==> config.mk <==
export PLATFORM = sky130hd
export DESIGN_NAME = ladybird_aclint
export DESIGN_NICKNAME = d
export VERILOG_FILES = /design/src/rtl/ladybird_config.sv /design/src/rtl/ladybird_aclint_mtime.sv /design/src/rtl/ladybird_aclint.sv
export SDC_FILE = /design/constraint.sdc
export NUM_CORES = 1
export LEC_CHECK = 0
export CAP_MARGIN = 0
export CELL_PAD_IN_SITES_DETAIL_PLACEMENT = 1
export CELL_PAD_IN_SITES_GLOBAL_PLACEMENT = 1
export CORE_UTILIZATION = 40
export CTS_CLUSTER_SIZE = 14
export DETAILED_ROUTE_END_ITERATION = 7
export MAX_ROUTING_LAYER = met4
export PLACE_DENSITY_LB_ADDON = 0.08
export SLEW_MARGIN = 30
export SYNTH_ARGS = -nofsm -noshare
export SYNTH_HDL_FRONTEND = slang
export SYNTH_HIERARCHICAL = 1
export SYNTH_SLANG_ARGS = --single-unit
==> constraint.sdc <==
create_clock -name clk -period 3.75 [get_ports clk]
set_input_delay 0.9375 -clock clk [delete_from_list [all_inputs] [get_ports clk]]
set_output_delay 0.9375 -clock clk [all_outputs]
set_load 0.005 [all_outputs]
==> src/rtl/ladybird_config.sv <==
// ladybird platform constants: ACLINT bases, per-register offsets, the decoder's register
// enum and small helpers shared by the ACLINT responder.
package ladybird_config;

   localparam logic [31:0] ACLINT_MSIP_BASE     = 32'h0200_0000;
   localparam logic [31:0] ACLINT_MTIMECMP_BASE = 32'h0200_4000;
   localparam logic [31:0] ACLINT_SETSSIP_BASE  = 32'h0200_8000;
   localparam logic [31:0] ACLINT_MTIME_BASE    = 32'h0200_BFF8;

   localparam logic [31:0] ACLINT_MSIP_OFFSET        = 32'h0000_0000;
   localparam logic [31:0] ACLINT_MTIMECMP_OFFSET    = 32'h0000_4000;
   localparam logic [31:0] ACLINT_MTIMECMP_HI_OFFSET = 32'h0000_4004;
   localparam logic [31:0] ACLINT_SETSSIP_OFFSET     = 32'h0000_8000;
   localparam logic [31:0] ACLINT_MTIME_OFFSET       = 32'h0000_BFF8;
   localparam logic [31:0] ACLINT_MTIME_HI_OFFSET    = 32'h0000_BFFC;

   typedef enum logic [2:0] {
      ACLINT_REG_NONE,
      ACLINT_REG_MSIP,
      ACLINT_REG_MTIMECMP_LO,
      ACLINT_REG_MTIMECMP_HI,
      ACLINT_REG_SETSSIP,
      ACLINT_REG_MTIME_LO,
      ACLINT_REG_MTIME_HI
   } aclint_reg_t;

   typedef enum logic {
      ACLINT_IDLE,
      ACLINT_RESP
   } aclint_state_t;

   function automatic aclint_reg_t aclint_decode(input logic [29:0] word_off);
      logic [31:0] off;
      off = {word_off, 2'b00};
      case (off)
         ACLINT_MSIP_OFFSET:        return ACLINT_REG_MSIP;
         ACLINT_MTIMECMP_OFFSET:    return ACLINT_REG_MTIMECMP_LO;
         ACLINT_MTIMECMP_HI_OFFSET: return ACLINT_REG_MTIMECMP_HI;
         ACLINT_SETSSIP_OFFSET:     return ACLINT_REG_SETSSIP;
         ACLINT_MTIME_OFFSET:       return ACLINT_REG_MTIME_LO;
         ACLINT_MTIME_HI_OFFSET:    return ACLINT_REG_MTIME_HI;
         default:                   return ACLINT_REG_NONE;
      endcase
   endfunction

   function automatic logic [31:0] strb_merge(input logic [31:0] old_v,
                                              input logic [31:0] new_v,
                                              input logic [3:0]  strb);
      logic [31:0] merged;
      for (int b = 0; b < 4; b++) begin
         merged[8*b +: 8] = strb[b] ? new_v[8*b +: 8] : old_v[8*b +: 8];
      end
      return merged;
   endfunction

endpackage

==> src/rtl/ladybird_aclint_mtime.sv <==
// mtime prescaler and 64-bit counter with a per-half store port; registers the
// unsigned mtime >= mtimecmp compare as the machine timer interrupt.
module ladybird_aclint_mtime
   import ladybird_config::*;
#(
   parameter int unsigned TICK_DIV = 1
) (
   input  logic        clk,
   input  logic        nrst,
   input  logic        wr_lo,
   input  logic        wr_hi,
   input  logic [31:0] wdata,
   input  logic [3:0]  wstrb,
   input  logic [63:0] mtimecmp,
   output logic [63:0] mtime,
   output logic        mtip
);

   logic [31:0] presc_q, presc_d;
   logic [63:0] mtime_q, mtime_d;
   logic        mtip_q;
   logic        tick;

   assign tick = (presc_q == 32'(TICK_DIV - 1));

   // A store in a tick cycle suppresses the increment entirely, so the
   // unwritten half never sees a carry from the written one.
   always_comb begin
      presc_d = tick ? '0 : presc_q + 32'd1;
      mtime_d = mtime_q;
      if (wr_lo || wr_hi) begin
         if (wr_lo) mtime_d[31:0]  = strb_merge(mtime_q[31:0], wdata, wstrb);
         if (wr_hi) mtime_d[63:32] = strb_merge(mtime_q[63:32], wdata, wstrb);
      end else if (tick) begin
         mtime_d = mtime_q + 64'd1;
      end
   end

   always_ff @(posedge clk or negedge nrst) begin
      if (!nrst) begin
         presc_q <= '0;
         mtime_q <= '0;
         mtip_q  <= 1'b0;
      end else begin
         presc_q <= presc_d;
         mtime_q <= mtime_d;
         mtip_q  <= (mtime_q >= mtimecmp);
      end
   end

   assign mtime = mtime_q;
   assign mtip  = mtip_q;

endmodule

==> src/rtl/ladybird_aclint.sv <==
// ACLINT responder (MSWI, MTIMER, SSWI) for a single hart: one outstanding word
// request, response one cycle after accept, back-to-back when resp_ready is high.
//
// state       | meaning
// ACLINT_IDLE | no response pending, request accepted unconditionally
// ACLINT_RESP | resp_valid high, resp_data held until resp_ready
module ladybird_aclint
   import ladybird_config::*;
#(
   parameter int unsigned TICK_DIV  = 1,
   parameter logic [31:0] BASE_ADDR = ACLINT_MSIP_BASE
) (
   input  logic        clk,
   input  logic        nrst,
   input  logic        req_valid,
   output logic        req_ready,
   input  logic [31:0] req_addr,
   input  logic        req_we,
   input  logic [31:0] req_wdata,
   input  logic [3:0]  req_strb,
   output logic        resp_valid,
   input  logic        resp_ready,
   output logic [31:0] resp_data,
   output logic        msip,
   output logic        mtip,
   output logic        ssip
);

   aclint_state_t state_q;
   aclint_reg_t   reg_sel;
   logic [31:0]   resp_data_q, rdata;
   logic [63:0]   mtimecmp_q, mtime_cur;
   logic          msip_q, ssip_q;
   logic          accept, wr_en, byte0_wr;
   logic          unused_addr;

   assign unused_addr = ^req_addr[1:0];
   assign req_ready   = (state_q == ACLINT_IDLE) || resp_ready;
   assign accept      = req_valid && req_ready;
   assign wr_en       = accept && req_we;
   assign byte0_wr    = wr_en && req_strb[0];
   assign reg_sel     = aclint_decode(req_addr[31:2] - BASE_ADDR[31:2]);

   always_comb begin
      rdata = '0;
      case (reg_sel)
         ACLINT_REG_MSIP:        rdata = {31'd0, msip_q};
         ACLINT_REG_MTIMECMP_LO: rdata = mtimecmp_q[31:0];
         ACLINT_REG_MTIMECMP_HI: rdata = mtimecmp_q[63:32];
         ACLINT_REG_MTIME_LO:    rdata = mtime_cur[31:0];
         ACLINT_REG_MTIME_HI:    rdata = mtime_cur[63:32];
         default:                rdata = '0;
      endcase
   end

   always_ff @(posedge clk or negedge nrst) begin
      if (!nrst) begin
         state_q     <= ACLINT_IDLE;
         resp_data_q <= '0;
         msip_q      <= 1'b0;
         ssip_q      <= 1'b0;
         mtimecmp_q  <= '1;
      end else begin
         ssip_q <= byte0_wr && (reg_sel == ACLINT_REG_SETSSIP) && req_wdata[0];
         if (byte0_wr && (reg_sel == ACLINT_REG_MSIP)) msip_q <= req_wdata[0];
         if (wr_en && (reg_sel == ACLINT_REG_MTIMECMP_LO))
            mtimecmp_q[31:0] <= strb_merge(mtimecmp_q[31:0], req_wdata, req_strb);
         if (wr_en && (reg_sel == ACLINT_REG_MTIMECMP_HI))
            mtimecmp_q[63:32] <= strb_merge(mtimecmp_q[63:32], req_wdata, req_strb);
         if (accept) begin
            state_q     <= ACLINT_RESP;
            resp_data_q <= req_we ? 32'd0 : rdata;
         end else if (resp_ready) begin
            state_q <= ACLINT_IDLE;
         end
      end
   end

   ladybird_aclint_mtime #(
      .TICK_DIV (TICK_DIV)
   ) u_mtime (
      .clk      (clk),
      .nrst     (nrst),
      .wr_lo    (wr_en && (reg_sel == ACLINT_REG_MTIME_LO)),
      .wr_hi    (wr_en && (reg_sel == ACLINT_REG_MTIME_HI)),
      .wdata    (req_wdata),
      .wstrb    (req_strb),
      .mtimecmp (mtimecmp_q),
      .mtime    (mtime_cur),
      .mtip     (mtip)
   );

   assign resp_valid = (state_q == ACLINT_RESP);
   assign resp_data  = resp_data_q;
   assign msip       = msip_q;
   assign ssip       = ssip_q;

endmodule

# Word-level counts from Yosys, hierarchy flattened
# Index checks and enable logic that the tools add are counted.
[totals]
out_inout_bits = 37
regBits = 196
word_cells = 90
input_bits = 73
[classes]
n_mux = 14
n_reduce_logical = 32
order_cmp = 1
bitwise = 1
eq_ne = 17
n_addsub = 3
[ops]
columns = ["cell", "n"]
rows = [
  ["$pmux 32 s5", 1],
  ["$mux 32", 4],
  ["$mux 64", 2],
  ["$eq 30x14->1 const B", 3],
  ["$add 64x1->64 const B", 1],
  ["$ge 64x64->1", 1],
  ["$eq 30x13->1 const B", 2],
  ["$add 32x1->32 const B", 1],
  ["$logic_not 32->1", 1],
  ["$mux 8", 4],
  ["$logic_not 30->1", 1],
  ["$sub 30x24->30 const B", 1],
  ["$reduce_and 3->1", 8],
  ["$pmux 3 s6", 1],
  ["$reduce_and 2->1", 8],
  ["$logic_and 1x1->1", 10],
  ["$eq 3x3->1 const B", 3],
  ["$ne 2x2->1 const B", 4],
  ["$eq 3x2->1 const B", 2],
  ["$ne 2x1->1 const B", 2],
  ["$reduce_bool 2->1", 2],
  ["$eq 3x1->1 const B", 1],
  ["$logic_or 1x1->1", 2],
  ["$mux 1", 2],
  ["$not 1->1", 1],
]

# Longest topological paths before layout
# Gate-level depths: netlist of the first run.
[logic_depth]
depth_word = 8
depth_mapped = 15
depth_no_buf = 12

# Hierarchy
# The synthesis of the first run kept the hierarchy.
[modules_own_cells]
columns = ["mod", "cells_each", "area_each_um2", "n_inst"]
rows = [
  ["ladybird_aclint_mtime", 877, 7387.1, 1],
  ["ladybird_aclint", 452, 5011.1, 1],
]

# Least setup slack after synthesis of the first run
# Ideal clock, no wire load.
[synth_timing]
path_kind = "in2reg"
start = "input req_addr[14]"
end = "register u_mtime.mtime_q[51] (netlist: u_mtime/mtime[51])"
n_path_buf = 4
path_stages = 12
t_arrival_ns = 3.667
slack_ns = -0.038
setup_time_ns = 0.121
path_cell_list = "or4b_1 > or4_1 > buf_2 > clkbuf_1 > nor2_1 > buf_2 > nor2_1 > and3_1 > clkbuf_1 > a21oi_1 > a21oi_1 > o22a_1"
[synth_between]
elab_chain_len = 8
word_cells_on_any_way = 18
classes_between = "1 x add/sub; 9 x eq/ne; 2 x mux; 6 x reduce/logical"
[synth_rtl]
columns = ["element", "line", "source"]
rows = [
  ["start, declared", "ladybird_aclint.sv:17", "input logic [31:0] req_addr,"],
  ["$sub 30x24->30 *", "ladybird_aclint.sv:42", "assign reg_sel = aclint_decode(req_addr[31:2] - BASE_ADDR[31:2]);"],
  ["$eq 30x14->1 (tied with other cells)", "ladybird_config.sv:35", "case (off)"],
  ["$pmux 3 s6 *", "ladybird_config.sv:35", ""],
  ["$eq 3x3->1 (on tied branches)", "ladybird_aclint.sv:84, ladybird_aclint.sv:85", ""],
  ["$logic_and 1x1->1 (on tied branches)", "ladybird_aclint.sv:84, ladybird_aclint.sv:85", ""],
  ["$logic_or 1x1->1", "ladybird_aclint_mtime.sv:31", "if (wr_lo || wr_hi) begin"],
  ["$ne 2x2->1 (no line) (tied with other cells)", "-", ""],
  ["$reduce_and 3->1 (no line)", "-", ""],
  ["end signal, assigned", "ladybird_aclint_mtime.sv:46", "mtime_q <= mtime_d;"],
  ["end, declared", "ladybird_aclint_mtime.sv:20", "logic [63:0] mtime_q, mtime_d;"],
]
# Mark *: on every way between the ends. The rest lies on a longest branch, timed or not.
# A chain may end at the register's enable or synchronous reset.

# Worst setup path in the final report of the first run
[layout_timing]
start = "input req_addr[14]"
end = "register u_mtime.mtime_q[41] (netlist: u_mtime/mtime[41])"
# Same word-level chain as after synthesis.

==> results, run 1 <==
- The maximum number of pins on one net before global-route repair is 78.
- The cell with the largest stage delay on the worst path is sky130_fd_sc_hd__or4_1.
- The overflow left after global routing is 0.
- In the global route stage, overall resource usage came out at 0.294.
- Of the available clock period, the critical path in the final layout requires 0.967.
- The number of instances in the synthesized netlist is 1329.
- The floorplan step set the die width to 178 um.
- Of the total power, the clock network draws 0.440.
- The number of endpoints failing setup at the final stage is 0.
- The library cell used as clock root buffer is sky130_fd_sc_hd__clkbuf_16.
- The run finished with clean final reports.
- The total wirelength of the detailed-routed design is 43900 um.
- Buffers inserted to repair hold after CTS numbered 0.
- The clock period minus final worst setup slack is 3.63 ns.
- The total via count in the routed design is 11300.
- The initial utilization of the core area, before any placement, comes to 0.406.
- The worst path required time is 4.14 ns.
- The setup skew after layout is 0.0147 ns.
- The layout has 3476 filler cells.
- The number of global-route vias before repair is 11600.
- In this run the power spent charging and discharging nets is 1020 uW.
- STA classifies the critical path endpoint as a flop.
- Headroom to the max-slew limit came out at 0.458.
- Clock latency on the worst-skew pair, taken at its later pin, is 0.46 ns.
- In the final design database the tool counted 1613 nets.
- TritonCTS built the clock tree.
- The fraction of power spent switching nets is 0.243.
- The first-pass iteration count of the detailed router is 8.
- Counting every sink on the clock net gives 196.
- The instance area after placement is 14400 um^2.
- Relative to the synthesized area, the layout overhead comes to 20.7%.
- The final number of max-transition violations is 0.
- Clock-pin slew was measured on the worst setup and hold paths at 0.07 ns.
- Among the stages of the critical path, the cell type that occurs most often is sky130_fd_sc_hd__buf_4.
- The largest single stage delay on the critical path is 0.67 ns.
- The critical path class is primary input to flop.
- The critical path goes through clkdlybuf4s50_1 > or4b_1 > or4_1 > nor3_1 > buf_4 > nor2_4 > and3_1 > buf_4 > a21oi_1 > buf_4 > o22a_1.
- The post-synthesis instance area is 12400 um^2.
- Max-cap violations in this run came to 0.
- Of the total power, registers draw 0.502.
- The number of rows in the core area is 64.
- The final design instance area without fill is 15000 um^2.
- After detailed routing, the number of vias per cell comes to 6.02.
- Power spread over the standard cell area amounts to 282 nW/um^2.
- Hold is met by 0.481 ns.
- The critical path starts at req_addr[14].
- The number of instances in the placed design is 1849.
- The floorplan step defined a die boundary enclosing 31700 um^2.
- The final cell count without fillers is 1881.
- After synthesis, the mean cell area works out to 9.33 um^2.
- The count of antenna diodes in the layout is 0.
- The number of synthesis warnings is 6.
- Together, buffers and inverters on the worst path number 4.
- At the pin with the least slew margin, the transition time is 0.809 ns.
- The area of the core is 30500 um^2.
- In the final layout, the share of cells above drive strength 1 is 0.193.
- The first routing iteration left 733 violations.
- Of all nets on the critical path, the largest fanout is 5.
- The count of different cell masters after synthesis is 78.
- STA classifies the critical path startpoint as a primary input.
- The deepest level of the CTS H-tree is 4.
- After legalization and detailed placement, the total HPWL measured 32200 um.
- The number of synthesized register bits is 196.
- The synthesized design contains 0 enable-type register cells.
- The count of buffers added on input and output ports is 107.
- The combinational power share is 0.057.
- The first global-routing pass estimated 68000 um of wire.
- The predominant post-synthesis flop cell is sky130_fd_sc_hd__dfrtp_1.
- The async set-or-reset flop fraction in the synthesized netlist is 1.00.
- Internal power comes to 3190 uW.
- When the netlist entered floorplanning its net count stood at 1470.
- The kind of cell with the highest combined delay along the critical path is simple AND/OR/NAND/NOR gates.
- The leakage power total is 0.00616 uW.
- The worst-case IR drop observed on VDD is 0.000331 V.
- Once detail routing completed, the nets flagged for antenna violations numbered 0.
- The top-level port count is 110.
- At the worst endpoint, the arrival time is 4.02 ns.
- For this run, the top clock speed supported by timing is 0.276 GHz.
- The class of the most critical hold timing path is flop to flop.
- The initial antenna violation count is 1.
- The worst reg2reg path startpoint is mtimecmp_q[38].
- The maximum number of buffers from clock root to sink is 2.
- In the final routed layout, each cell accounts on average for 23.3 um.
- The total count of hold-check failures in the final report came to 0.
- The fraction of the yosys area taken by sequential cells is 0.402.
- The congestion estimate from routability-driven global placement came to 0.895.
- Buffers inserted during clock tree synthesis total 17.
- The height of the chip is 178 um.
- For this run, design rule violations remaining after detail routing come to 0.
- In this run the most critical hold path is launched from resp_data[29].
==> area by class of cell <==
class	count	area, um^2	area share
multi-input cells	990	6850	0.457
flip-flops and latches	196	4980	0.333
repair buffers	192	1790	0.120
well taps	396	495	0.0331
clock buffers	23	478	0.0319
inverters	75	282	0.0188
clock inverters	9	95.1	0.00635
==> final timing paths <==
| path | endpoint | slack [ns] | depth (start not counted) |
|---|---|---|---|
| max | u_mtime/mtime[41] | 0.12 | 11 |
| min | resp_data[29] | 0.48 | 2 |
| max reg2reg | u_mtime/mtip | 0.64 | 8 |
| min reg2reg | resp_data[29] | 0.48 | 2 |
| max in group asynchronous | mtimecmp_q[47] | 2.37 | 2 |
| min in group asynchronous | resp_data[25] | 0.51 | 1 |
==> power groups by stage <==
stage,combinational [uW],clock [uW],sequential [uW]
6_report,242,1860,2120
5_1_grt,262,1980,2120
4_1_cts,245,1910,2120
3_5_place_dp,244,0,2160
3_3_place_gp,243,0,2160
2_1_floorplan,51.6,0,2160
==> routing by layer <==
layer	global-route usage	share of wire	wire length, um	vias to the layer above
met1	0.397	0.47	20600	5724
met4	0.0883	0.019	824	0
li1	-	-	-	5265
met3	0.0450	0.046	2000	50
met5	-	0	0	-
met2	0.455	0.47	20500	294
==> through the flow <==
| step | utilization | power, uW | TNS (ns) | setup WS [ns] |
|---|---|---|---|---|
| global placement | 0.471 | 2400 | -16.18 | -0.299 |
| global route | 0.491 | 4360 | -0.0153 | -0.0153 |
| CTS | 0.490 | 4270 | 0 | 0.0865 |
| finish | 0.491 | 4210 | 0 | 0.124 |
| detailed placement | 0.471 | 2400 | -20.59 | -0.351 |
| floorplan | - | 2210 | -0.147 | -0.0377 |
==> worst min-delay path, cell delays in order, from the launching register on <==
cell and delay, ns:
sky130_fd_sc_hd__dfrtp_1 0.34, sky130_fd_sc_hd__nand2_1 0.05, sky130_fd_sc_hd__o21ai_1 0.06
==> sequential cells by signal (all words and copies together), names as in the netlist <==
| signal | count |
|---|---|
| resp_valid | 1 |
| mtimecmp_q | 64 |
| msip | 1 |
| resp_data | 32 |
| ssip | 1 |
| u_mtime/mtime | 64 |
| u_mtime/mtip | 1 |
| u_mtime/presc_q | 32 |
==> synth_stat cells, types with 5 or more instances <==
cell type,n,area [um^2]
sky130_fd_sc_hd__inv_1,75,282
sky130_fd_sc_hd__nor4_1,14,87.6
sky130_fd_sc_hd__o22ai_1,58,363
sky130_fd_sc_hd__a2bb2oi_1,6,52.6
sky130_fd_sc_hd__and4_1,15,131
sky130_fd_sc_hd__mux2i_1,33,330
sky130_fd_sc_hd__nor3_2,6,60.1
sky130_fd_sc_hd__a21o_1,16,120
sky130_fd_sc_hd__and2_1,5,31.3
sky130_fd_sc_hd__nand3_1,75,375
sky130_fd_sc_hd__mux2_2,65,732
sky130_fd_sc_hd__o21ai_1,32,160
sky130_fd_sc_hd__nor3_1,18,90.1
sky130_fd_sc_hd__nor2_1,47,176
sky130_fd_sc_hd__xor2_1,8,70.1
sky130_fd_sc_hd__a211oi_1,5,37.5
sky130_fd_sc_hd__nand2b_1,5,31.3
sky130_fd_sc_hd__ha_1,68,851
sky130_fd_sc_hd__a41oi_1,6,52.6
sky130_fd_sc_hd__dfstp_2,64,1680
sky130_fd_sc_hd__xnor2_1,23,201
sky130_fd_sc_hd__clkbuf_1,49,184
sky130_fd_sc_hd__o211ai_1,5,37.5
sky130_fd_sc_hd__nand3b_1,5,37.5
sky130_fd_sc_hd__o22a_1,11,96.3
sky130_fd_sc_hd__o21ai_0,39,195
sky130_fd_sc_hd__nand4_1,48,300
sky130_fd_sc_hd__buf_2,9,45.0
sky130_fd_sc_hd__a31oi_1,39,244
sky130_fd_sc_hd__dfrtp_1,132,3300
sky130_fd_sc_hd__nand2_1,125,469
sky130_fd_sc_hd__and3_1,21,131
sky130_fd_sc_hd__a21oi_1,105,526
sky130_fd_sc_hd__o31ai_1,6,45.0
==> logic make-up (layout without fill, tap and decap cells) <==
group / after synthesis / after routing / share of synthesized area
and+or+nand+nor: 428 / 428 / 0.192
AOI/OAI and AO/OA: 365 / 365 / 0.182
DFF: 196 / 196 / 0.402
buffers and inverters: 143 / 299 / 0.0473
muxes: 98 / 98 / 0.0857
adders and majority gates: 68 / 68 / 0.0686
xor gates and xnor gates: 31 / 31 / 0.0219
==> cell usage in the layout (no fill, tap or decap), types with 44 or more instances in the layout <==
cell type and instances:
sky130_fd_sc_hd__inv_1 75, sky130_fd_sc_hd__clkdlybuf4s50_1 105, sky130_fd_sc_hd__nor2_1 44, sky130_fd_sc_hd__a21oi_1 105, sky130_fd_sc_hd__ha_1 68, sky130_fd_sc_hd__buf_4 79
sky130_fd_sc_hd__nand4_1 48, sky130_fd_sc_hd__nand3_1 75, sky130_fd_sc_hd__mux2_2 65, sky130_fd_sc_hd__dfrtp_1 132, sky130_fd_sc_hd__nand2_1 125, sky130_fd_sc_hd__o22ai_1 58
sky130_fd_sc_hd__dfstp_2 64
==> repair_timing <==
item / 4_1_cts / 5_1_grt
resized for setup: 0 / 3
endpoints found under the setup margin: 0 / 43
buffers inserted: 0 / 0
Note: power is estimated with default switching activity, not from simulation.
==> inputs of run 2 (changes only) <==
- CORE_MARGIN: unset -> 1
==> results of run 2 <==
Same layout as run 1: the final DEF is identical, and so are final timing and power.
